===== config.mk =====
export PLATFORM = sky130hd
export DESIGN_NAME = pc_sequencer_flat
export DESIGN_NICKNAME = d
export VERILOG_FILES = /design/src/rtl/pc_sequencer_if.sv /design/src/rtl/pc_sequencer.sv /design/src/flat_wrapper.sv
export SDC_FILE = /design/constraint.sdc
export NUM_CORES = 1
export LEC_CHECK = 0
export CORE_ASPECT_RATIO = 0.5
export CORE_MARGIN = 2
export CORE_UTILIZATION = 43
export DETAILED_ROUTE_END_ITERATION = 10
export GPL_ROUTABILITY_DRIVEN = 0
export PLACE_DENSITY = 0.75
export SETUP_SLACK_MARGIN = 0.3
export SYNTH_ARGS = -nofsm -noshare
export SYNTH_HDL_FRONTEND = slang
export SYNTH_SLANG_ARGS = --single-unit

===== constraint.sdc =====
create_clock -name clk -period 2.2 [get_ports clk]
set_input_delay 0.66 -clock clk [delete_from_list [all_inputs] [get_ports clk]]
set_output_delay 0.66 -clock clk [all_outputs]
set_load 0.01 [all_outputs]

===== src/rtl/pc_sequencer_if.sv =====
// Bundle between decode/ALU/imem and the control-flow sequencer.
// The sequencer uses the slave modport; whoever drives decode and compare results uses master.
interface pc_sequencer_if #(
    parameter int CNT_W = 16
);
    logic             dec_valid;
    logic [2:0]       dec_type;
    logic             cmp_valid;
    logic             cmp_zero;
    logic             imem_ready;
    logic             halt_req;
    logic [2:0]       pc_control;
    logic             pc_en;
    logic             flush;
    logic             busy;
    logic [CNT_W-1:0] taken_cnt;

    modport master (
        output dec_valid, dec_type, cmp_valid, cmp_zero, imem_ready, halt_req,
        input  pc_control, pc_en, flush, busy, taken_cnt
    );

    modport slave (
        input  dec_valid, dec_type, cmp_valid, cmp_zero, imem_ready, halt_req,
        output pc_control, pc_en, flush, busy, taken_cnt
    );
endinterface


===== src/rtl/pc_sequencer.sv =====
// Control-flow sequencer: turns jumps and late branch compares into pc_control/pc_en,
// stalls on imem back-pressure or halt, and flushes the wrong-path instruction on redirect.
module pc_sequencer #(
    parameter int CNT_W = 16
) (
    input  logic              clk,
    input  logic              rst_n,
    pc_sequencer_if.slave     bus
);

    typedef enum logic [1:0] {
        RUN      = 2'd0,
        WAIT_CMP = 2'd1,
        RESOLVE  = 2'd2,
        HALT     = 2'd3
    } state_t;

    localparam logic [2:0] TYPE_J   = 3'b001;
    localparam logic [2:0] TYPE_JR  = 3'b010;
    localparam logic [2:0] TYPE_BEQ = 3'b011;
    localparam logic [2:0] TYPE_BNE = 3'b100;

    localparam logic [2:0] SEL_SEQ    = 3'b000;
    localparam logic [2:0] SEL_JUMP   = 3'b001;
    localparam logic [2:0] SEL_REG    = 3'b010;
    localparam logic [2:0] SEL_BRANCH = 3'b011;

    localparam logic [CNT_W-1:0] CNT_ONE = {{(CNT_W-1){1'b0}}, 1'b1};

    state_t           state_q, state_d;
    logic             isBne_q, isBne_d;
    logic             taken_q, taken_d;
    logic             busy_q;
    logic [CNT_W-1:0] cnt_q, cnt_d;

    logic       pcEn;
    logic [2:0] pcCtrl;
    logic       redirect;
    logic       cmpTaken;
    logic       isJump;
    logic       isBranch;

    assign isJump   = bus.dec_valid && (bus.dec_type == TYPE_J || bus.dec_type == TYPE_JR);
    assign isBranch = bus.dec_valid && (bus.dec_type == TYPE_BEQ || bus.dec_type == TYPE_BNE);
    assign cmpTaken = isBne_q ? ~bus.cmp_zero : bus.cmp_zero;

    always_comb begin
        state_d  = state_q;
        isBne_d  = isBne_q;
        taken_d  = taken_q;
        pcEn     = 1'b0;
        pcCtrl   = SEL_SEQ;
        redirect = 1'b0;

        unique case (state_q)
            RUN: begin
                if (isJump) begin
                    if (bus.imem_ready) begin
                        pcEn     = 1'b1;
                        pcCtrl   = (bus.dec_type == TYPE_J) ? SEL_JUMP : SEL_REG;
                        redirect = 1'b1;
                    end
                end else if (isBranch) begin
                    isBne_d = (bus.dec_type == TYPE_BNE);
                    state_d = WAIT_CMP;
                end else if (bus.halt_req) begin
                    state_d = HALT;
                end else begin
                    pcEn = bus.imem_ready;
                end
            end

            WAIT_CMP: begin
                if (bus.cmp_valid) begin
                    if (bus.imem_ready) begin
                        pcEn     = 1'b1;
                        pcCtrl   = cmpTaken ? SEL_BRANCH : SEL_SEQ;
                        redirect = cmpTaken;
                        state_d  = RUN;
                    end else begin
                        // Compare result is only valid for one cycle, so hold it until imem frees up.
                        taken_d = cmpTaken;
                        state_d = RESOLVE;
                    end
                end
            end

            RESOLVE: begin
                if (bus.imem_ready) begin
                    pcEn     = 1'b1;
                    pcCtrl   = taken_q ? SEL_BRANCH : SEL_SEQ;
                    redirect = taken_q;
                    state_d  = RUN;
                end
            end

            HALT: begin
                if (!bus.halt_req) begin
                    state_d = RUN;
                end
            end

            default: state_d = RUN;
        endcase

        cnt_d = cnt_q;
        if (redirect && cnt_q != '1) begin
            cnt_d = cnt_q + CNT_ONE;
        end
    end

    always_ff @(posedge clk or negedge rst_n) begin
        if (!rst_n) begin
            state_q <= RUN;
            isBne_q <= 1'b0;
            taken_q <= 1'b0;
            busy_q  <= 1'b0;
            cnt_q   <= '0;
        end else begin
            state_q <= state_d;
            isBne_q <= isBne_d;
            taken_q <= taken_d;
            busy_q  <= (state_d != RUN);
            cnt_q   <= cnt_d;
        end
    end

    // Mealy outputs are forced quiet while reset is held so the PC never moves during reset.
    assign bus.pc_en      = rst_n & pcEn;
    assign bus.pc_control = rst_n ? pcCtrl : SEL_SEQ;
    assign bus.flush      = rst_n & redirect;
    assign bus.busy       = busy_q;
    assign bus.taken_cnt  = cnt_q;

endmodule


===== src/flat_wrapper.sv =====
// flat-port wrapper written by rule: the top's interface ports become plain ports
module pc_sequencer_flat 
#(
    parameter int CNT_W = 16
)
  (clk, rst_n, bus_dec_valid, bus_dec_type, bus_cmp_valid, bus_cmp_zero, bus_imem_ready, bus_halt_req, bus_pc_control, bus_pc_en, bus_flush, bus_busy, bus_taken_cnt);
  pc_sequencer_if #(.CNT_W(CNT_W)) bus_i ();
  input  logic clk;
  input  logic rst_n;
  input wire logic [$bits(bus_i.dec_valid)-1:0] bus_dec_valid;
  input wire logic [$bits(bus_i.dec_type)-1:0] bus_dec_type;
  input wire logic [$bits(bus_i.cmp_valid)-1:0] bus_cmp_valid;
  input wire logic [$bits(bus_i.cmp_zero)-1:0] bus_cmp_zero;
  input wire logic [$bits(bus_i.imem_ready)-1:0] bus_imem_ready;
  input wire logic [$bits(bus_i.halt_req)-1:0] bus_halt_req;
  output wire logic [$bits(bus_i.pc_control)-1:0] bus_pc_control;
  output wire logic [$bits(bus_i.pc_en)-1:0] bus_pc_en;
  output wire logic [$bits(bus_i.flush)-1:0] bus_flush;
  output wire logic [$bits(bus_i.busy)-1:0] bus_busy;
  output wire logic [$bits(bus_i.taken_cnt)-1:0] bus_taken_cnt;
  assign bus_i.dec_valid = bus_dec_valid;
  assign bus_i.dec_type = bus_dec_type;
  assign bus_i.cmp_valid = bus_cmp_valid;
  assign bus_i.cmp_zero = bus_cmp_zero;
  assign bus_i.imem_ready = bus_imem_ready;
  assign bus_i.halt_req = bus_halt_req;
  assign bus_pc_control = bus_i.pc_control;
  assign bus_pc_en = bus_i.pc_en;
  assign bus_flush = bus_i.flush;
  assign bus_busy = bus_i.busy;
  assign bus_taken_cnt = bus_i.taken_cnt;
  pc_sequencer #(.CNT_W(CNT_W)) u_core (.clk(clk), .rst_n(rst_n), .bus(bus_i));
endmodule

==> summary.txt <==
Hold Fails Final Rpt - 0
CP Data Arrival Time - 1790 ps
Setup crit start kind - input pin
Skew-Pair Late Insertion Delay - 260 ps
clock share of power - 15.9%
Max-Cap Viols - 0
setup violators final - 4
critical path class - in2out
most common cell after layout, fill and taps aside - buf_4
Die Width - 80.5 um
top-area cell type share of the netlist area - 41.8%
syn nets - 140
pwr/cell area - 750 nW/um^2
flip-flop and latch count after synthesis - 21
Max Slew Vio Count - 0
clk buf depth - 2
FMAX - 408 MHz
Yosys top cell by area - dfrtp_1
P_int - 1.01 mW
Period Utilization, post-route - 112%
Leakage - 1.10 nW
CTS Hold Bufs - 0
vias in the first global route - 1174
initial antenna violation count - 0
register-to-register setup slack - 230 ps
root buf cell - clkbuf_8
Hold Slack - 480 ps
status - finished with violations
DRT Pass-1 Iters - 4
Synth warnings - 0
ranking of synthesized cells by area - dfrtp_1 42%, xor2_1 7.0%, mux2_2 5.4%, nand3_1 4.0%, nand2_1 3.9%
die footprint - 3400 um^2
CTS Buf Count - 3
# diodes - 0
Worst VDD drop - 0.390 mV
Ports - 32
synthesized area per cell - 9.75 um^2
Sw Pwr - 569 uW
DIE HEIGHT - 42.2 um
H-Tree Depth - 1
largest net degree at the start of global routing - 17
num rows - 13
worst reg-to-reg path cell count - 6
Worst Path Buf+Inv - 2
combined area of the multi-input logic cells - 871 um^2
global-route wire length before repair - 5.26 mm
final-layout fill cell count - 176
Mapped Area - 1260 um^2
part of the power in combinational logic - 50.2%
Final Skew - 0.906 ps
Critical Path End Type - output port
RSZ-0062 raised after global routing - yes
CP max FO - 4
RR Endpoint - u_core.bus.taken_cnt[1]$_DFFE_PN0P_
Worst Min Path Start - u_core.bus.taken_cnt[11]$_DFFE_PN0P_
final-stage net count - 208
Buffers on Ports - 30
Area Growth Syn to Fin - 67.4%
layout cell share with drive strength beyond 1 - 43.9%
Worst Setup Slack post-DPL - -1010 ps
wire per inst - 15.4 um
hold depth - 1
hold crit path type - reg2reg
cells after synthesis - 129
Seq/Total Area, Yosys - 41.8%
GRT Util Overall - 20.0%
WL final - 3.59 mm
Sw Ratio - 36.1%
GRT Residual Overflow - 0
Tmin final - 2450 ps
Flop pwr share - 33.9%
Hold Path Sink - u_core.bus.taken_cnt[11]$_DFFE_PN0P_
Crit path max-delay family - simple AND/OR/NAND/NOR gates
DRC - 0
distinct cell type count after synthesis - 41
crit-path cells - clkdlybuf4s15_2 -> and4b_1 -> a32o_2 -> or2_4 -> and2_4 -> buf_6
Finished Cell Area - 2100 um^2
via count - 1242
CTS tree - built
post-DP HPWL - 2.14 mm
Critical Path RT - 1540 ps
Post-Route Utilization - 78.4%
top_reg_cell synth - dfrtp_1
number of synthesized flops with an enable pin - 0
clock-pin slew on the worst setup and hold paths - 70 ps
violated checks - setup timing
r2r startpoint - u_core.bus.taken_cnt[1]$_DFFE_PN0P_
highest-count cells in the layout ignoring fill and taps - 32 x buf_4, 20 x dfrtp_1, 13 x nand2_1, 12 x clkdlybuf4s50_1, 10 x xor2_1
FF/Latch Area - 527 um^2
DRT iter0 DRCs - 43
antenna-violating nets left - 0
core area - 2680 um^2
clock tree sinks - 21
Post-Place Cell Area - 1790 um^2
final worst setup slack - -253 ps
Worst path slowest cell - or2_4
Starting Density - 46.9%
crit-path max cell delay - 260 ps
Total Power - 1.58 mW
vias per inst - 5.33
Async SR Flop Fraction - 100%
## metal layers
layer,GRT usage (%),vias to the layer above,share of wire (%)
met5,0,-,0
met4,5.08,0,0
met3,5.39,0,4.3
met2,35.3,38,54
met1,24.5,611,42
li1,-,593,-
## cell type report
cell class	count	share of cell area (%)
multi-input cells	102	41.4
repair buffers	66	28.7
flip-flops and latches	21	25.0
well taps	37	2.20
clock buffers	4	2.14
inverters	3	0.535
## worst max path at each step
stage,to,cells after the start,startpoint,slack (ps)
3_3_place_gp,bus_flush,6,bus_dec_valid,-980
4_1_cts,bus_flush,7,bus_dec_type[2],-240
6_report,bus_flush,6,bus_cmp_valid,-250
5_1_grt,bus_pc_control[0],7,bus_dec_type[2],-340
2_1_floorplan,bus_flush,4,bus_dec_valid,-140
3_5_place_dp,bus_flush,6,bus_dec_valid,-1010
## kinds of logic (layout without fill, tap and decap cells)
| group | after synthesis | count (layout) | share of synthesized area (%) |
|---|---|---|---|
| buffers and inverters | 6 | 73 | 2.79 |
| adders and majority gates | 1 | 1 | 0.995 |
| DFF | 21 | 21 | 41.8 |
| and+or+nand+nor | 66 | 66 | 31.3 |
| other | 1 | 1 | 0.298 |
| AOI/OAI and AO/OA | 14 | 14 | 7.66 |
| xor gates and xnor gates | 14 | 14 | 9.75 |
| muxes | 6 | 6 | 5.37 |
## synthesized netlist by cell type (2+ instances only)
cell and n:
nand2_1 13, and4_1 3, nor3_1 7, xor2_1 10
xnor2_1 4, nor3b_1 2, nor2_1 13, a21oi_1 4
mux2_2 6, nand3_1 10, nand4_1 2, inv_1 3
o21ai_0 4, dfrtp_1 21
## repair_timing
action,CTS,global route
pin swaps,25,12
hold endpoints to repair,0,0
gates resized for setup,74,17
buffers inserted,12,3
cloned,0,0
endpoints found under the setup margin,31,24
## flip-flops by register name (all words and copies together), names as in the netlist
| name | cells |
|---|---|
| u_core.state_q | 2 |
| u_core.taken_q | 1 |
| u_core.bus.busy | 1 |
| u_core.isBne_q | 1 |
| u_core.bus.taken_cnt | 16 |
## power groups by stage
stage / logic (mW) / clock network [mW] / registers, mW
after detailed placement: 0.635 / 0 / 0.548
final: 0.793 / 0.251 / 0.535
after floorplan: 0.320 / 0 / 0.555
after CTS: 0.724 / 0.258 / 0.534
after global routing: 0.847 / 0.270 / 0.547
after global placement: 0.625 / 0 / 0.546
## stage by stage
stage                     TNS, ps  cells
after floorplan              -312    129
after global placement      -8340    214
after detailed placement    -9040    214
after CTS                    -749    230
after global routing        -1220    233
final                        -811    233
(Power assumes the default switching activity.)
==> variant 1 (config.mk and constraints unchanged) <==
The 4 states of `state_t` get a one-hot encoding in 4 bits.
--- a/src/rtl/pc_sequencer.sv
+++ b/src/rtl/pc_sequencer.sv
@@ -10,7 +10,7 @@
 
-    typedef enum logic [1:0] {
-        RUN      = 2'd0,
-        WAIT_CMP = 2'd1,
-        RESOLVE  = 2'd2,
-        HALT     = 2'd3
+    typedef enum logic [3:0] {
+        RUN      = 4'b0001,
+        WAIT_CMP = 4'b0010,
+        RESOLVE  = 4'b0100,
+        HALT     = 4'b1000
     } state_t;
Behaviour: same outputs for any inputs over 10 cycles, from zero or initial values and one cycle with rst_n low; not proved beyond that.
==> variant 1 against the original RTL <==
  * The run still ends with negative setup slack left
  * Final cell count increased by 7.7%
  * Total power grew 6.2%
  * Sequential cell count grew 2
  * Area after synthesis grew 9.6%
  * First-iteration DRC count shrank 9.3%
  * Routed wire length increased by 22%
  * Design area up 11%
  * Setup slack improved by 0.018 ns
  * Maximum frequency rose by 0.73%
  * Combinational power rose by 1%
  * Global-route usage rose by 2.4 points
  * Critical endpoint is now bus_pc_control[1]
==> variant 1: results (changes against the original RTL) <==
stage	metric	value	unit	change
pwr	P_leak	1.06	nW	-3.5%
timing	PnR worst setup slack	-0.236	ns	+0.0179 ns
placed_design	Final HPWL DP	2350	um	+10%
hold_path	Worst Min Path Start	u_core.taken_q		
synth	syn nets	143		+2.1%
grt	GRT Total Usage	22.4	%	+2.4 points
status	run status	complete, but fails checks		
timing	Clock Skew	0.00367	ns	+0.00276 ns
routing	wire per inst	17.4	um	+13%
synth	register area share after synthesis	41.9	%	+0.080 points
clocking	cts repair resizes	66		-11%
grt	vias in the first global route	1352		+15%
clocking	clk slew on worst S/H paths	0.09	ns	+0.02 ns
timing	Setup-failing EPs final	6		+2
pwr	Int Power	1.11	mW	+9.5%
worst_setup_path	Worst R2R Path Depth	9		+3
cells_and_area	Fillers	170		-3.4%
worst_setup_path	slowest CP cell	dfstp_2		
pwr	Peak VDD IR	566	uV	+45%
worst_setup_path	flop-to-flop setup slack	-0.06	ns	-0.29 ns
cells_and_area	layout cells sized above 1	48.3	%	+4.5 points
synth	synth cell count leaders	22 x dfrtp_1, 11 x xnor2_1, 9 x nand3_1, 8 x nor2_1		
pwr	Pwr Density	717	mW/mm2	-4.4%
worst_setup_path	reg2reg start	u_core.state_q[0]		
synth	library cells used by synthesis	47		+15%
pwr	comb pwr	0.803	mW	+1%
status	failing checks	negative setup slack		
worst_setup_path	crit-path max cell delay	0.64	ns	+0.38 ns
grt	pin count of the biggest net entering global routing	24		+7
grt	first-pass GRT wire length	6330	um	+20%
synth	xor and xnor area share after synthesis	9.54	%	-0.21 points
worst_setup_path	Worst Path Max Fanout	6		+2
worst_setup_path	CP top delay family	flip-flops		
floorplan	die area	0.00370	mm2	+8.8%
synth	top cells by area, synth	dfrtp_1 40%, xnor2_1 7.0%, nor4b_4 3.5%, nand3_1 3.3%, nor3b_1 3.3%		
routing	vias per inst	5.49		+3.0%
placed_design	DP Area	0.00193	mm2	+8.0%
pwr	Seq. pwr	0.588	mW	+9.9%
synth	mux share of post-synthesis cell area	4.36	%	-1.0 points
placed_design	pre-CTS setup slack	-1.06	ns	-0.0476 ns
routing	DR iter-0 viols	39		-9.3%
timing	hold slack	0.525	ns	+0.0452 ns
synth	average cell area after synthesis	10.4	um2	+7.1%
==> variant 1: cell types whose count changed after synthesis, sizes merged, moves of 4 or more <==
cell,delta
nand2,-7
xnor2,+7
nor2,-6
xor2,-6
nor3b,+5
nand4,+4
nor3,-4
==> variant 1: worst register-to-register path, cell delays in order, from the launching register on <==
cell and delay [ns]:
dfstp_2 0.64, nor4b_4 0.21, buf_4 0.18, buf_4 0.13, buf_4 0.11, buf_6 0.10, buf_6 0.09, a31o_4 0.24
nand4_1 0.15, mux2_4 0.32
==> variant 1: how the worst max path moves through the flow <==
stage          cells past startpoint                 to              start
3_3_place_gp                       8  bus_pc_control[1]    bus_dec_type[1]
6_report                           6  bus_pc_control[1]  u_core.state_q[0]
3_5_place_dp                       8  bus_pc_control[1]    bus_dec_type[1]
2_1_floorplan                      5          bus_pc_en    bus_dec_type[1]
5_1_grt                            6  bus_pc_control[1]  u_core.state_q[0]
4_1_cts                            4          bus_pc_en  u_core.state_q[0]
==> variant 1: cell type report <==
type / instances / area share (%)
Multi-Input combinational cell: 100 / 40.4
Timing Repair Buffer: 81 / 30.0
Sequential cell: 23 / 24.8
Tap cell: 40 / 2.14
Clock buffer: 3 / 1.77
Inverter: 3 / 0.482
Clock inverter: 1 / 0.321
==> variant 1: logic make-up (layout without fill, tap and decap cells) <==
kind of cell / count (synthesis) / after routing
other cells: 1 / 1
flops: 23 / 23
compound gates: 19 / 19
buf+inv: 9 / 88
fa+ha+maj: 1 / 1
xor+xnor: 15 / 15
simple gates: 59 / 59
mux: 5 / 5
==> variant 1: routing by layer <==
metal  part of all wire, %  global-route usage (%)
met2                    51                    37.6
met5                     0                       0
met1                    42                    28.7
met3                   4.5                    5.60
met4                   2.3                    9.35
==> variant 2 (same settings) <==
Without the edit above. `CNT_W` is set to 16 in 3 places; all go to 18.
--- a/src/rtl/pc_sequencer_if.sv
+++ b/src/rtl/pc_sequencer_if.sv
@@ -3,3 +3,3 @@
 interface pc_sequencer_if #(
-    parameter int CNT_W = 16
+    parameter int CNT_W = 18
 );
--- a/src/rtl/pc_sequencer.sv
+++ b/src/rtl/pc_sequencer.sv
@@ -3,3 +3,3 @@
 module pc_sequencer #(
-    parameter int CNT_W = 16
+    parameter int CNT_W = 18
 ) (
--- a/src/flat_wrapper.sv
+++ b/src/flat_wrapper.sv
@@ -3,3 +3,3 @@
 #(
-    parameter int CNT_W = 16
+    parameter int CNT_W = 18
 )
Ports: changed (resized bus_taken_cnt); port bits go from 32 to 34. The function was not compared with the original's and may differ.
==> variant 2 against the original RTL <==
  * The run still ends with negative setup slack left
  * Final cell count up 12%
  * Design area up 12%
  * Area after synthesis up 4.9%
  * Maximum frequency up 7.8%
  * Total power up 13%
  * Sequential cell count up 2
  * Count of clock-buffer cells in the layout down 1
  * Largest power group unchanged
  * Via count up 12%
  * First-iteration DRC count up 65%
  * Routed wire length up 19%
  * Setup slack better by 0.18 ns
  * Critical path type unchanged
==> variant 2: results (changes against the original RTL) <==
stage	metric	value	unit	change
status	run status	complete, but fails checks		
status	failing checks	negative setup slack		
worst_setup_path	Worst Path Max Fanout	7		+3
worst_setup_path	crit-path max cell delay	0.18	ns	-0.08 ns
synth	register area share after synthesis	43.6	%	+1.9 points
worst_setup_path	flop-to-flop setup slack	0.04	ns	-0.19 ns
cells_and_area	layout cells sized above 1	48.4	%	+4.5 points
routing	Routed WL	4270	um	+19%
grt	vias in the first global route	1277		+8.8%
worst_setup_path	Crit. Startpoint	bus_dec_type[1]		
synth	average cell area after synthesis	9.63	um2	-1.2%
cells_and_area	max reg flops	18		+2
pwr	Seq. pwr	0.592	mW	+11%
synth	syn nets	148		+5.7%
pwr	switching pwr	0.634	mW	+12%
synth	synth cell count leaders	23 x dfrtp_1, 18 x nor2_1, 11 x xor2_1, 10 x nand2_1, 8 x inv_1		
placed_design	Final HPWL DP	2210	um	+3.6%
timing	setup tns final	-0.186	ns	+0.625 ns
routing	DR iter-0 viols	71		+65%
grt	pin count of the biggest net entering global routing	21		+4
clocking	clk slew on worst S/H paths	0.09	ns	+0.02 ns
routing	total number of vias	1397		+12%
timing	Setup-failing EPs final	4		unchanged
pwr	P_leak	1.26	nW	+15%
timing	Clock Skew	0.0118	ns	+0.0109 ns
placed_design	pre-CTS setup slack	-0.994	ns	+0.0156 ns
clocking	later-pin clock latency in the skew report	0.28	ns	+0.02 ns
worst_setup_path	CP arrival	1.61	ns	-0.18 ns
placed_design	DP Area	0.00186	mm2	+4.1%
pwr	comb pwr	0.910	mW	+15%
worst_setup_path	CP endpoint	bus_pc_en		
cells_and_area	final layout net count	233		+12%
timing	PnR worst setup slack	-0.0749	ns	+0.178 ns
cells_and_area	Post-Layout Cell Count	261		+12%
grt	GRT Total Usage	22.0	%	+2.0 points
pwr	Peak VDD IR	552	uV	+41%
-- variant 2: per-layer routing --
layer	GRT usage [%]	share of wire (%)	vias up
met5	0	0	-
met4	6.00	1.5	0
met3	5.53	3.9	9
met2	38.4	54	47
met1	27.0	40	699
li1	-	-	642
-- variant 2: cells by family (layout without fill, tap and decap cells) --
logic type / count (synthesis) / in the layout / share of synthesized area (%)
other cells: 1 / 1 / 0.284
simple gates: 61 / 61 / 25.1
xor+xnor: 17 / 17 / 11.3
flops: 23 / 23 / 43.6
fa+ha+maj: 1 / 1 / 0.949
buf+inv: 12 / 96 / 4.46
compound gates: 19 / 19 / 11.8
mux: 3 / 3 / 2.47
-- variant 2: final cells by class --
| type | instances | area share, % |
|---|---|---|
| Timing Repair Buffer | 84 | 32.5 |
| Sequential cell | 23 | 24.5 |
| Tap cell | 40 | 2.12 |
| Clock buffer | 3 | 1.75 |
| Inverter | 8 | 1.27 |
| Multi-Input combinational cell | 102 | 37.7 |
| Clock inverter | 1 | 0.212 |
-- variant 2: what timing repair did --
item,CTS,global route
pin swaps,14,17
setup buffers,22,8
hold buffers,0,0
gates cloned,0,0
endpoints found under the setup margin,35,30
gates resized for setup,90,37
-- variant 2: worst min-delay path by stage --
| stage | start | depth (start not counted) | to | slack [ns] |
|---|---|---|---|---|
| after floorplan | rst_n | 0 | u_core.bus.busy | 0.36 |
| after global placement | u_core.bus.taken_cnt[15] | 1 | u_core.bus.taken_cnt[15] | 0.47 |
| after detailed placement | u_core.bus.taken_cnt[15] | 1 | u_core.bus.taken_cnt[15] | 0.48 |
| after CTS | rst_n | 2 | u_core.bus.busy | 0.49 |
| after global routing | rst_n | 2 | u_core.bus.busy | 0.50 |
| final | u_core.bus.taken_cnt[15] | 1 | u_core.bus.taken_cnt[15] | 0.48 |
